===== config.mk =====
export PLATFORM = sky130hd
export DESIGN_NAME = uart_imem_loader
export DESIGN_NICKNAME = d
export VERILOG_FILES = /design/src/rtl/loader_pkg.sv /design/src/rtl/uart_rx_byte.sv /design/src/rtl/uart_imem_loader.sv
export SDC_FILE = /design/constraint.sdc
export NUM_CORES = 1
export LEC_CHECK = 0
export CAP_MARGIN = 20
export CORE_MARGIN = 1.5
export CORE_UTILIZATION = 30
export DETAILED_ROUTE_END_ITERATION = 12
export PLACE_DENSITY = 0.5
export SYNTH_ARGS = -nofsm -noshare
export SYNTH_HDL_FRONTEND = slang
export SYNTH_SLANG_ARGS = --single-unit

===== constraint.sdc =====
create_clock -name clk -period 4.6 [get_ports clk]
set_input_delay 0.69 -clock clk [delete_from_list [all_inputs] [get_ports clk]]
set_output_delay 0.69 -clock clk [all_outputs]
set_load 0.05 [all_outputs]

===== src/rtl/loader_pkg.sv =====
// Shared types and constants for the UART instruction-memory loader.
package loader_pkg;

  typedef enum logic [2:0] {
    ST_IDLE,
    ST_LEN,
    ST_DATA,
    ST_CSUM,
    ST_DONE,
    ST_ERR
  } state_e;

  typedef enum logic [1:0] {
    RX_IDLE,
    RX_START,
    RX_DATA,
    RX_STOP
  } rx_state_e;

  localparam int         BYTES_PER_WORD = 4;
  localparam logic [7:0] CSUM_INIT      = 8'h00;

endpackage


===== src/rtl/uart_rx_byte.sv =====
// 8N1 UART receiver: 2-flop synchroniser, mid-bit sampling, one-cycle byte strobe.
module uart_rx_byte
  import loader_pkg::*;
#(
  parameter int CLKS_PER_BIT = 868
) (
  input  logic       clk,
  input  logic       rst,
  input  logic       rx,
  output logic       byte_valid,
  output logic [7:0] byte_data,
  output logic       frame_err
);

  localparam int               CNT_W = $clog2(CLKS_PER_BIT + 1);
  localparam logic [CNT_W-1:0] HALF  = CNT_W'(CLKS_PER_BIT / 2);
  localparam logic [CNT_W-1:0] FULL  = CNT_W'(CLKS_PER_BIT);
  localparam logic [CNT_W-1:0] ONE   = CNT_W'(1);

  logic             rx_s1_q, rx_s2_q;
  rx_state_e        rx_st_q, rx_st_d;
  logic [CNT_W-1:0] cnt_q, cnt_d;
  logic [2:0]       bit_q, bit_d;
  logic [7:0]       sh_q, sh_d;
  logic [1:0]       flush_q, flush_d;
  logic             armed_q, armed_d;
  logic             bv_q, bv_d;
  logic             fe_q, fe_d;

  assign byte_valid = bv_q;
  assign byte_data  = sh_q;
  assign frame_err  = fe_q;

  // Bit-timing state machine; armed_q means the line has been seen idle-high since reset or a bad stop bit.
  always_comb begin
    rx_st_d = rx_st_q;
    cnt_d   = cnt_q;
    bit_d   = bit_q;
    sh_d    = sh_q;
    armed_d = armed_q;
    flush_d = flush_q;
    bv_d    = 1'b0;
    fe_d    = 1'b0;
    if (flush_q != 2'd2) flush_d = flush_q + 2'd1;
    case (rx_st_q)
      RX_IDLE: begin
        if (armed_q && !rx_s2_q) begin
          rx_st_d = RX_START;
          cnt_d   = ONE;
          armed_d = 1'b0;
        end else if (flush_q == 2'd2 && rx_s2_q) begin
          armed_d = 1'b1;
        end
      end
      RX_START: begin
        if (cnt_q == HALF) begin
          if (!rx_s2_q) begin
            rx_st_d = RX_DATA;
            cnt_d   = ONE;
            bit_d   = 3'd0;
          end else begin
            rx_st_d = RX_IDLE;
            armed_d = 1'b1;
          end
        end else begin
          cnt_d = cnt_q + ONE;
        end
      end
      RX_DATA: begin
        if (cnt_q == FULL) begin
          sh_d  = {rx_s2_q, sh_q[7:1]};
          cnt_d = ONE;
          bit_d = bit_q + 3'd1;
          if (bit_q == 3'd7) rx_st_d = RX_STOP;
        end else begin
          cnt_d = cnt_q + ONE;
        end
      end
      RX_STOP: begin
        if (cnt_q == FULL) begin
          rx_st_d = RX_IDLE;
          if (rx_s2_q) begin
            bv_d    = 1'b1;
            armed_d = 1'b1;
          end else begin
            fe_d = 1'b1;
          end
        end else begin
          cnt_d = cnt_q + ONE;
        end
      end
      default: rx_st_d = RX_IDLE;
    endcase
  end

  // Synchroniser and receiver state registers.
  always_ff @(posedge clk) begin
    if (rst) begin
      rx_s1_q <= 1'b1;
      rx_s2_q <= 1'b1;
      rx_st_q <= RX_IDLE;
      cnt_q   <= '0;
      bit_q   <= '0;
      sh_q    <= '0;
      flush_q <= '0;
      armed_q <= 1'b0;
      bv_q    <= 1'b0;
      fe_q    <= 1'b0;
    end else begin
      rx_s1_q <= rx;
      rx_s2_q <= rx_s1_q;
      rx_st_q <= rx_st_d;
      cnt_q   <= cnt_d;
      bit_q   <= bit_d;
      sh_q    <= sh_d;
      flush_q <= flush_d;
      armed_q <= armed_d;
      bv_q    <= bv_d;
      fe_q    <= fe_d;
    end
  end

endmodule


===== src/rtl/uart_imem_loader.sv =====
// Boot loader: receives a LEN/DATA/CSUM framed image over UART and writes it into instruction memory.
module uart_imem_loader
  import loader_pkg::*;
#(
  parameter int CLKS_PER_BIT = 868,
  parameter int ADDR_W       = 6
) (
  input  logic              clk,
  input  logic              rst,
  input  logic              rx,
  input  logic              skip,
  output logic              imem_we,
  output logic [ADDR_W-1:0] imem_addr,
  output logic [31:0]       imem_wdata,
  output logic              core_hold,
  output logic              done,
  output logic              error,
  output logic [ADDR_W:0]   words_loaded
);

  localparam int         CNT_W = ADDR_W + 1;
  localparam logic [8:0] CAP   = 9'(1 << ADDR_W);

  logic       byte_valid;
  logic [7:0] byte_data;
  logic       frame_err;

  uart_rx_byte #(.CLKS_PER_BIT(CLKS_PER_BIT)) u_rx (
    .clk        (clk),
    .rst        (rst),
    .rx         (rx),
    .byte_valid (byte_valid),
    .byte_data  (byte_data),
    .frame_err  (frame_err)
  );

  state_e           state_q, state_d;
  logic [CNT_W-1:0] len_q, len_d;
  logic [1:0]       idx_q, idx_d;
  logic [7:0]       acc_q, acc_d;
  logic [23:0]      wbuf_q, wbuf_d;
  logic             we_q, we_d;
  logic [31:0]      wdata_q, wdata_d;
  logic [CNT_W-1:0] wl_q, wl_d;
  logic             hold_q, hold_d;
  logic             done_q, done_d;
  logic             err_q, err_d;

  assign imem_we      = we_q;
  assign imem_addr    = wl_q[ADDR_W-1:0];
  assign imem_wdata   = wdata_q;
  assign core_hold    = hold_q;
  assign done         = done_q;
  assign error        = err_q;
  assign words_loaded = wl_q;

  // Frame parser: word assembly, checksum, and write sequencing. The word count advances
  // during the write cycle so imem_addr still shows the slot being written.
  always_comb begin
    state_d = state_q;
    len_d   = len_q;
    idx_d   = idx_q;
    acc_d   = acc_q;
    wbuf_d  = wbuf_q;
    we_d    = 1'b0;
    wdata_d = wdata_q;
    wl_d    = wl_q;
    if (we_q) wl_d = wl_q + CNT_W'(1);
    case (state_q)
      ST_IDLE: state_d = skip ? ST_DONE : ST_LEN;
      ST_LEN: begin
        if (frame_err) begin
          state_d = ST_ERR;
        end else if (byte_valid) begin
          acc_d = CSUM_INIT;
          if (byte_data == 8'd0) begin
            state_d = ST_CSUM;
          end else if ({1'b0, byte_data} > CAP) begin
            state_d = ST_ERR;
          end else begin
            len_d   = CNT_W'(byte_data);
            idx_d   = 2'd0;
            state_d = ST_DATA;
          end
        end
      end
      ST_DATA: begin
        if (frame_err) begin
          state_d = ST_ERR;
        end else if (byte_valid) begin
          acc_d = acc_q ^ byte_data;
          idx_d = idx_q + 2'd1;
          if (idx_q == 2'(BYTES_PER_WORD - 1)) begin
            we_d    = 1'b1;
            wdata_d = {byte_data, wbuf_q};
          end else begin
            wbuf_d[idx_q*8 +: 8] = byte_data;
          end
        end else if (we_q && wl_d == len_q) begin
          state_d = ST_CSUM;
        end
      end
      ST_CSUM: begin
        if (frame_err) begin
          state_d = ST_ERR;
        end else if (byte_valid) begin
          state_d = (byte_data == acc_q) ? ST_DONE : ST_ERR;
        end
      end
      default: state_d = state_q;
    endcase
    hold_d = (state_d != ST_DONE);
    done_d = (state_d == ST_DONE);
    err_d  = (state_d == ST_ERR);
  end

  // Loader FSM and registered outputs.
  always_ff @(posedge clk) begin
    if (rst) begin
      state_q <= ST_IDLE;
      len_q   <= '0;
      idx_q   <= '0;
      acc_q   <= CSUM_INIT;
      wbuf_q  <= '0;
      we_q    <= 1'b0;
      wdata_q <= '0;
      wl_q    <= '0;
      hold_q  <= 1'b1;
      done_q  <= 1'b0;
      err_q   <= 1'b0;
    end else begin
      state_q <= state_d;
      len_q   <= len_d;
      idx_q   <= idx_d;
      acc_q   <= acc_d;
      wbuf_q  <= wbuf_d;
      we_q    <= we_d;
      wdata_q <= wdata_d;
      wl_q    <= wl_d;
      hold_q  <= hold_d;
      done_q  <= done_d;
      err_q   <= err_d;
    end
  end

endmodule


==> metrics.txt <==
outcome=finished, final reports clean; endpoint arrival time on the critical path=1.85 ns; die width=134.7 um; number of buffers added on ports=52; Hold Vio Cnt, Final=0; Core Region=16760 um^2; NumNets Final=665; part of the cycle the worst path needs=55.32%; start of the worst register-to-register path=u_rx.byte_data[4]$_SDFFE_PP0P_; worst reg2reg endpoint=len_q[5]$_SDFFE_PP0P_; most common cell after layout, fill and taps aside=sky130_fd_sc_hd__dfxtp_1; MaxCap Viol Count=0; I/O Pins=53; wire length of the first global-routing pass=20550 um; Leakage Power=2.183 nW; vias in the first global route=4141; RSZ-0062 raised after global routing=no; relative area change from synthesis to final layout=24.22%; top library cells by usage in the layout, fill and taps aside=sky130_fd_sc_hd__dfxtp_1 (117), sky130_fd_sc_hd__nand2_1 (111), sky130_fd_sc_hd__a21oi_1 (83); standard-cell rows=47; Die Span Y=134.7 um; number of synthesized flops with an enable pin=0; post-cts hold buffer count=0; worst setup path category=reg -> out; clock skew after layout=0.007242 ns; Net Count, Synth=633; Warnings, synthesis=0; fraction of layout instances using a drive strength above 1=7.262%; worst reg2reg setup slack=2.13 ns; final core utilization=38.55%; maximum fanout count along the critical path=8; floorplan die area=18140 um^2; total of endpoints with negative setup slack in the final report=0; total standard cell area after synthesis=5201 um^2; mean number of vias per cell=4.881; Max Buffers Root-to-Sink=2; FFs w/ async S/R, synth=0%; via count=4300; Worst path max stage delay=0.89 ns; routability-driven placement congestion ratio=0.7984; sequential power share=39.9%; slack of the critical path=2.055 ns; clock slew at reported path FFs=0.05 ns; Critical path origin=imem_we$_SDFF_PP0_; Logic pwr share=3.7%; predominant post-synthesis flop cell=sky130_fd_sc_hd__dfxtp_1; count of cell types in the netlist=59; Filler cells=1677; proportion of total power due to net switching=20.80%; Worst setup EP type=primary output; final routed wirelength across all metal layers=12270 um; reg2reg path depth=5; HP Class=reg -> reg; post-CTS setup repair buffer count=0; pin count of the biggest net entering global routing=63; sum of negative setup slack=0 ns; overall track demand over capacity in global routing=14.41%; Peak supply drop=0.0002838 V; slew at the pin closest to its max-slew limit=0.9239 ns; clock tree from TritonCTS=done; clock sink total=117; CTS H-tree lvls=4; Resized Gates After CTS=0; CP max stage cell=sky130_fd_sc_hd__clkdlybuf4s50_1; number of clock buffers inserted by TritonCTS=17; estimated wirelength of the detail-placed design=7912 um; Largest delay share family, worst path=buffers and inverters; critical path depth in cells=1; fmax=393.0 MHz; final period demand of the worst path=2.545 ns; element type at the critical path start=register; pre-CTS worst setup slack=2.036 ns; Net Switching=0.5438 mW; effective utilization at floorplan=31.03%; DR WL/cell=13.93 um; worst-case headroom to the max-slew limit=38.27%; antenna violations before repair=0; first-iteration detailed-routing DRC count=281; endpoint required time on the critical path=3.91 ns; Int Pwr=2.071 mW; detailed-router iteration count before antenna repair=4; post-layout power=2.615 mW; part of the total power dissipated in the clock network=56.4%; Antenna Violating Nets Remaining=0; overflow left after global routing=0; flops & latches, synth=117; end point of the critical path=imem_we; total power per unit cell area=404.7 nW/um^2; CP Buf/Inv Count=1; cells after synthesis=617; Root Buffer Master=sky130_fd_sc_hd__clkbuf_16; final routed DRC violation total=0; Antenna Cells=0; ordered cell list for the critical path=clkdlybuf4s50_1; mean instance size in the synthesized netlist=8.430 um^2; sequential share of the synthesized area=45.03%; Clock Latency Late Sink=0.41 ns; Max Transition Viols Final=0
metal layers:
layer	wire length [um]	up-vias	share of wire [%]	GRT usage, %
li1	-	2210	-	-
met1	6106	1996	50	19.46
met2	5491	88	45	21.45
met3	563	6	4.6	4.167
met4	112	0	0.91	6.093
met5	0	-	0	0
final cells by class:
cell class                 count  area [um^2]  share of cell area, %
timing repair buffer          57        570.5                  8.830
clock inverter                11        197.7                  3.060
sequential                   117         2342                  36.25
inverter                      11        41.29                 0.6390
multi-input combinational    445         2567                  39.74
clock buffer                  20        466.7                  7.223
tap                          220        275.3                  4.260
metrics by stage:
stage | std cells | cell area (um^2) | hold WS [ns]
2_1_floorplan | 617 | 5201 | 0.3895
3_5_place_dp | 848 | 5767 | 0.4188
6_report | 881 | 6461 | 0.4268
4_1_cts | 879 | 6431 | 0.4317
5_1_grt | 881 | 6461 | 0.4383
3_3_place_gp | 848 | 5767 | 0.4230
cell usage after synthesis, types with 6 or more instances:
master,n,area (um^2)
sky130_fd_sc_hd__o31ai_1,7,52.55
sky130_fd_sc_hd__dfxtp_1,117,2342
sky130_fd_sc_hd__clkbuf_1,21,78.83
sky130_fd_sc_hd__buf_4,8,60.06
sky130_fd_sc_hd__xnor2_1,8,70.07
sky130_fd_sc_hd__nor3_1,6,30.03
sky130_fd_sc_hd__mux2i_1,18,180.2
sky130_fd_sc_hd__nand3b_1,8,60.06
sky130_fd_sc_hd__nand2_1,111,416.7
sky130_fd_sc_hd__o21ai_0,12,60.06
sky130_fd_sc_hd__inv_1,11,41.29
sky130_fd_sc_hd__nand3_1,15,75.07
sky130_fd_sc_hd__xor2_1,14,122.6
sky130_fd_sc_hd__a21oi_1,83,415.4
sky130_fd_sc_hd__or4_1,6,45.04
sky130_fd_sc_hd__ha_1,12,150.1
sky130_fd_sc_hd__nand4_1,28,175.2
sky130_fd_sc_hd__nand2b_1,6,37.54
sky130_fd_sc_hd__nor2_1,49,183.9
sequential cells by signal (all words and copies together), names as in the netlist, 3 cells and up, named ones only:
name,count
u_rx.bit_q,3
len_q,7
imem_wdata,32
wbuf_q,24
u_rx.cnt_q,10
state_q,3
words_loaded,7
acc_q,8
u_rx.byte_data,8
how the worst min path moves through the flow:
stage,startpoint,end,slack [ns],depth (start not counted)
floorplan,u_rx.rx_s1_q$_SDFF_PP1_,u_rx.rx_s2_q$_SDFF_PP1_,0.39,1
global placement,u_rx.rx_s1_q$_SDFF_PP1_,u_rx.rx_s2_q$_SDFF_PP1_,0.42,1
detailed placement,u_rx.rx_s1_q$_SDFF_PP1_,u_rx.rx_s2_q$_SDFF_PP1_,0.42,1
CTS,u_rx.rx_s1_q$_SDFF_PP1_,u_rx.rx_s2_q$_SDFF_PP1_,0.43,1
global route,u_rx.rx_s1_q$_SDFF_PP1_,u_rx.rx_s2_q$_SDFF_PP1_,0.44,1
finish,u_rx.rx_s1_q$_SDFF_PP1_,u_rx.rx_s2_q$_SDFF_PP1_,0.43,1
logic make-up after synthesis:
logic type,Yosys count,share of synthesized area (%)
AO/OA/AOI/OAI,127,13.66
XOR/XNOR,23,4.138
flip-flops,117,45.03
multiplexers,19,3.680
AND/OR/NAND/NOR,264,24.87
adder cells (fa/ha/maj),12,2.887
buffers and inverters,55,5.725
power groups by stage:
stage | Clock (mW) | Sequential [mW] | Combinational [mW]
after floorplan | 0 | 1.07 | 0.0681
after global placement | 0 | 1.06 | 0.0920
after detailed placement | 0 | 1.06 | 0.0961
after CTS | 1.51 | 1.04 | 0.0977
after global routing | 1.56 | 1.05 | 0.107
final | 1.48 | 1.04 | 0.0965
(Power assumes the default switching activity.)
